File: src/rtl/mem_arb_pkg.sv
// mem_arb_pkg: shared FSM/owner types and bus widths for the memory port arbiter
package mem_arb_pkg;
    localparam int ADDR_W = 32;
    localparam int DATA_W = 32;
    localparam int BE_W   = 4;
    typedef enum logic [1:0] {IDLE, REQ, RESP} arb_state_t;
    typedef enum logic {OWN_I, OWN_D} arb_owner_t;
endpackage

File: src/rtl/mem_arb_select.sv
// mem_arb_select: data-first priority with a fetch starvation guard
module mem_arb_select #(
    parameter int STARVE_LIMIT = 4,
    localparam int CW = $clog2(STARVE_LIMIT + 1)
) (
    input  logic          i_req,
    input  logic          d_req,
    input  logic          at_limit,
    input  logic [CW-1:0] starve_cnt,
    output logic [1:0]    gnt,
    output logic [CW-1:0] starve_nxt
);
    always_comb begin
        gnt[0]     = i_req & (~d_req | at_limit);
        gnt[1]     = d_req & ~gnt[0];
        starve_nxt = (~i_req | gnt[0]) ? '0 : at_limit ? starve_cnt : starve_cnt + CW'(1);
    end
endmodule

File: src/rtl/mem_port_arbiter.sv
// mem_port_arbiter: shares one single-port memory between fetch (I) and data (D)
// requesters, one outstanding transaction at a time.
module mem_port_arbiter
    import mem_arb_pkg::*;
#(
    parameter int STARVE_LIMIT = 4
) (
    input  logic              clk,
    input  logic              rst,
    input  logic              i_req,
    input  logic [ADDR_W-1:0] i_addr,
    output logic              i_gnt,
    output logic              i_rvalid,
    output logic [DATA_W-1:0] i_rdata,
    input  logic              d_req,
    input  logic              d_we,
    input  logic [BE_W-1:0]   d_be,
    input  logic [ADDR_W-1:0] d_addr,
    input  logic [DATA_W-1:0] d_wdata,
    output logic              d_gnt,
    output logic              d_rvalid,
    output logic [DATA_W-1:0] d_rdata,
    output logic              m_req,
    output logic              m_we,
    output logic [BE_W-1:0]   m_be,
    output logic [ADDR_W-1:0] m_addr,
    output logic [DATA_W-1:0] m_wdata,
    input  logic              m_gnt,
    input  logic              m_rvalid,
    input  logic [DATA_W-1:0] m_rdata,
    output logic              busy
);
    localparam int CW = $clog2(STARVE_LIMIT + 1);

    arb_state_t        state_q, state_d;
    arb_owner_t        owner_q, owner_d;
    logic [CW-1:0]     starve_q, starve_d, starve_sel;
    logic              m_we_q, m_we_d;
    logic [BE_W-1:0]   m_be_q, m_be_d;
    logic [ADDR_W-1:0] m_addr_q, m_addr_d;
    logic [DATA_W-1:0] m_wdata_q, m_wdata_d;
    logic [1:0]        gnt;
    logic              arb_en, at_limit, any_gnt;

    assign at_limit = (starve_q == CW'(STARVE_LIMIT));

    mem_arb_select #(.STARVE_LIMIT(STARVE_LIMIT)) u_sel (
        .i_req      (i_req),
        .d_req      (d_req),
        .at_limit   (at_limit),
        .starve_cnt (starve_q),
        .gnt        (gnt),
        .starve_nxt (starve_sel)
    );

    // Arbitrate when idle, or back-to-back in the response cycle of the current owner
    always_comb begin
        arb_en    = ~rst & ((state_q == IDLE) | ((state_q == RESP) & m_rvalid));
        i_gnt     = arb_en & gnt[0];
        d_gnt     = arb_en & gnt[1];
        any_gnt   = i_gnt | d_gnt;
        state_d   = state_q;
        owner_d   = owner_q;
        starve_d  = starve_q;
        m_we_d    = m_we_q;
        m_be_d    = m_be_q;
        m_addr_d  = m_addr_q;
        m_wdata_d = m_wdata_q;
        if ((state_q == REQ) && m_gnt)
            state_d = RESP;
        if (arb_en) begin
            starve_d = starve_sel;
            state_d  = any_gnt ? REQ : IDLE;
        end
        if (any_gnt) begin
            owner_d   = d_gnt ? OWN_D : OWN_I;
            m_we_d    = d_gnt & d_we;
            m_be_d    = d_gnt ? d_be : '1;
            m_addr_d  = d_gnt ? d_addr : i_addr;
            m_wdata_d = d_gnt ? d_wdata : '0;
        end
    end

    always_ff @(posedge clk or posedge rst) begin
        if (rst) begin
            state_q   <= IDLE;
            owner_q   <= OWN_I;
            starve_q  <= '0;
            m_we_q    <= 1'b0;
            m_be_q    <= '0;
            m_addr_q  <= '0;
            m_wdata_q <= '0;
        end else begin
            state_q   <= state_d;
            owner_q   <= owner_d;
            starve_q  <= starve_d;
            m_we_q    <= m_we_d;
            m_be_q    <= m_be_d;
            m_addr_q  <= m_addr_d;
            m_wdata_q <= m_wdata_d;
        end
    end

    assign m_req    = (state_q == REQ);
    assign m_we     = m_we_q;
    assign m_be     = m_be_q;
    assign m_addr   = m_addr_q;
    assign m_wdata  = m_wdata_q;
    assign busy     = (state_q != IDLE);
    assign i_rvalid = (state_q == RESP) & m_rvalid & (owner_q == OWN_I);
    assign d_rvalid = (state_q == RESP) & m_rvalid & (owner_q == OWN_D);
    assign i_rdata  = m_rdata;
    assign d_rdata  = m_rdata;
endmodule

File: config.mk
export PLATFORM = sky130hd
export DESIGN_NAME = mem_port_arbiter
export DESIGN_NICKNAME = d
export VERILOG_FILES = /design/src/rtl/mem_arb_pkg.sv /design/src/rtl/mem_arb_select.sv /design/src/rtl/mem_port_arbiter.sv
export SDC_FILE = /design/constraint.sdc
export NUM_CORES = 1
export LEC_CHECK = 0
export ABC_CLOCK_PERIOD_IN_PS = 3550
export CORE_MARGIN = 8
export CORE_UTILIZATION = 34
export CTS_BUF_LIST = sky130_fd_sc_hd__clkbuf_16
export CTS_CLUSTER_SIZE = 24
export DETAILED_ROUTE_END_ITERATION = 10
export MAX_ROUTING_LAYER = met4
export PLACE_DENSITY = 0.82
export SETUP_SLACK_MARGIN = 0.2
export SYNTH_ARGS = -nofsm -noshare
export SYNTH_HDL_FRONTEND = slang
export SYNTH_SLANG_ARGS = --single-unit
File: constraint.sdc
create_clock -name clk -period 3.55 [get_ports clk]
set_clock_uncertainty 0.15 [all_clocks]
set_input_delay 0.71 -clock clk [delete_from_list [all_inputs] [get_ports clk]]
set_output_delay 0.71 -clock clk [all_outputs]
set_load 0.01 [all_outputs]
==> run summary <==
placed cell count -> 606
Core ar. -> 10700 sq um
Hold Buf Count CTS -> 0
gr usage total -> 15.9%
Post-CTS Setup Bufs -> 0
met3 WL -> 1.18 mm
Root Buffer Master -> clkbuf_16
Num CTS Buffers -> 9
CTS H-tree lvls -> 3
Netlist cell types -> 32
P_leak -> 2.65 nW
Switching Share -> 31.3%
first-pass GRT wire length -> 17.7 mm
vias in the first global route -> 3246
Worst EP required -> 2690 ps
top_reg_cell synth -> dfrtp_1
share of cells above drive strength 1 -> 6.02%
Starting Density -> 34.6%
final slew viol count -> 0
drc violations -> 0
ANT nets after route -> 0
post-CTS resize count -> 0
final instance area -> 5500 sq um
Sw Pwr -> 1.36 mW
Hold Slack -> 356 ps
fin crit period -> 3240 ps
crit start category -> primary input
sequential power share -> 34.8%
Rel. slew slack -> 49.7%
Worst R2R Setup Slack -> 1130 ps
crit path capture type -> output pin
Area contributors post-synth -> dfrtp_1, buf_4, inv_1, a22o_1, a222oi_1
YS warnings -> 0
PD cells -> 788 nW/um^2
Max Fclk -> 309 MHz
routability congestion estimate -> 0.859
Final Hold Viols -> 0
clock share of power -> 22.2%
clock-pin slew on the worst setup and hold paths -> 60 ps
Hold WC Path Type -> reg -> reg
Vias -> 3056
CTS tree -> yes
DR WL/cell -> 18.3 microns
row count -> 38
share of the yosys chip area belonging to registers -> 50.5%
slowest cell on the critical path -> clkdlybuf4s50_1
I/O pins -> 278
routed wl met2 -> 5.80 mm
syn avg cell area -> 10.3 sq um
capture point of the critical path -> d_gnt
Crit Reg-Reg Startpoint -> starve_q[0]$_DFFE_PP0P_
setup TNS -> 0 ps
most used cell, CP -> clkdlybuf4s50_1
Met1 Wirelength -> 4.24 mm
Die X -> 121 microns
area delta synth->final -> 48.0%
clock sinks -> 75
Slew @ Worst Pin -> 749 ps
critical path launch point -> rst
Mapped Cells -> 359
First-pass DRT Iterations -> 7
final WL -> 11.4 mm
grt ovf -> 0
CP Data Arrival Time -> 2380 ps
flops & latches, synth -> 75
outcome -> finished, final reports clean
CP delay by family, top -> buffers and inverters
critical path class -> in -> out
mapped cell area -> 3710 sq um
maximum fanout along the worst path -> 7
Die H -> 121 microns
R2R cell count -> 7
CP bufs+invs -> 3
nets@finish -> 618
RR Endpoint -> m_addr[4]$_DFFE_PP0P_
Inserted Diodes -> 0
Levels on crit path -> 5
Combinational Power Share -> 43.0%
Post-Place Cell Area -> 5180 sq um
vias per inst -> 4.91
Final Cycle Share -> 91.3%
First DRT Iteration DRCs -> 260
Synthesized Nets -> 500
CP Cell Sequence -> clkdlybuf4s50_1 -> nor2_2 -> nand4b_2 -> inv_2 -> clkdlybuf4s50_1
Yosys top cell area share -> 50.5%
crit-path max cell delay -> 550 ps
clock latency on the worst-skew pair -> 330 ps
clk buf depth -> 2
Max Cap Violations -> 0
largest net degree at the start of global routing -> 63
asr flop ratio synth -> 100%
Post-synth EDFFs -> 0
P_int -> 2.97 mW
highest routed layer -> met4
total die area -> 14500 sq um
VDD IR-drop max -> 0.430 mV
RSZ-0062 raised after global routing -> false
DP HPWL -> 8.75 mm
initial antenna violation count -> 0
Port Buffers -> 181
Pwr Total -> 4.33 mW
post-synth top area cell -> dfrtp_1
Final setup viols -> 0
Post-Layout Cell Count -> 622
-- worst min-delay path by stage --
stage / startpoint / endpoint / slack, ps / cells past startpoint
final: m_wdata[31]$_DFFE_PP0P_ / m_wdata[31]$_DFFE_PP0P_ / 360 / 1
after global routing: m_wdata[20]$_DFFE_PP0P_ / m_wdata[20]$_DFFE_PP0P_ / 370 / 1
after CTS: m_wdata[23]$_DFFE_PP0P_ / m_wdata[23]$_DFFE_PP0P_ / 360 / 1
after detailed placement: m_wdata[20]$_DFFE_PP0P_ / m_wdata[20]$_DFFE_PP0P_ / 340 / 1
after global placement: m_wdata[9]$_DFFE_PP0P_ / m_wdata[9]$_DFFE_PP0P_ / 340 / 1
after floorplan: owner_q$_DFFE_PP0P_ / owner_q$_DFFE_PP0P_ / 330 / 2
-- power by group through the flow --
stage          sequential, mW  clock, mW  combinational (mW)
2_1_floorplan            1.67          0               0.667
3_3_place_gp             1.49          0                1.85
3_5_place_dp             1.51          0                1.89
4_1_cts                  1.51      0.993                1.90
5_1_grt                  1.56       1.04                2.00
6_report                 1.51      0.961                1.86
-- Yosys cell counts (all sizes together), types with 2 or more instances --
cell     n
nand2   10
buf     80
nor2b    2
nor2     3
a22o    37
inv     93
o22ai    4
o22a     4
or2      2
nor3b    2
and3     2
a222oi  29
dfrtp   75
ha       2
nor3     2
-- per-stage QoR --
| stage | setup WS (ps) | utilization [%] |
|---|---|---|
| 5_1_grt | 224 | 51.2 |
| 3_5_place_dp | 313 | 48.2 |
| 3_3_place_gp | 337 | 48.2 |
| 4_1_cts | 295 | 51.2 |
| 6_report | 309 | 51.2 |
| 2_1_floorplan | 780 | - |
-- cells in the final DEF, fill, tap and decap left out, types with 2 or more instances in the layout --
| master | count |
|---|---|
| nor3_1 | 2 |
| and3_1 | 2 |
| clkbuf_16 | 9 |
| buf_4 | 7 |
| o22ai_1 | 4 |
| clkdlybuf4s50_1 | 181 |
| a22o_1 | 37 |
| ha_1 | 2 |
| nor2_1 | 2 |
| inv_1 | 92 |
| or2_2 | 2 |
| nor2b_1 | 2 |
| bufinv_16 | 2 |
| o22a_1 | 4 |
| dfrtp_1 | 75 |
| nor3b_1 | 2 |
| a222oi_1 | 29 |
| nand2_1 | 10 |
-- flip-flops by register name, indices dropped and copies added (netlist names) --
name and cells:
m_be 4, m_addr 32, owner_q 1, m_we 1
state_q 2, starve_q 3, m_wdata 32
-- area by class of cell --
class / instances / area, sq um
Clock buffer: 9 / 225
Clock inverter: 7 / 92.6
Fill cell: 967 / 5250
Inverter: 93 / 350
Multi-Input combinational cell: 110 / 912
Sequential cell: 75 / 1880
Tap cell: 140 / 175
Timing Repair Buffer: 188 / 1860
-- routing by layer --
layer / track usage, % / up-vias
li1: - / 1381
met5: - / -
met2: 26.4 / 194
met4: 5.39 / 0
met1: 16.9 / 1459
met3: 6.34 / 22
-- kinds of logic after synthesis --
logic type,synth area share [%]
AOI/OAI and AO/OA,19.1
adders and majority gates,0.674
buffers and inverters,25.0
DFF,50.5
muxes,0.270
and+or+nand+nor,4.35
(Power assumes the default switching activity.)
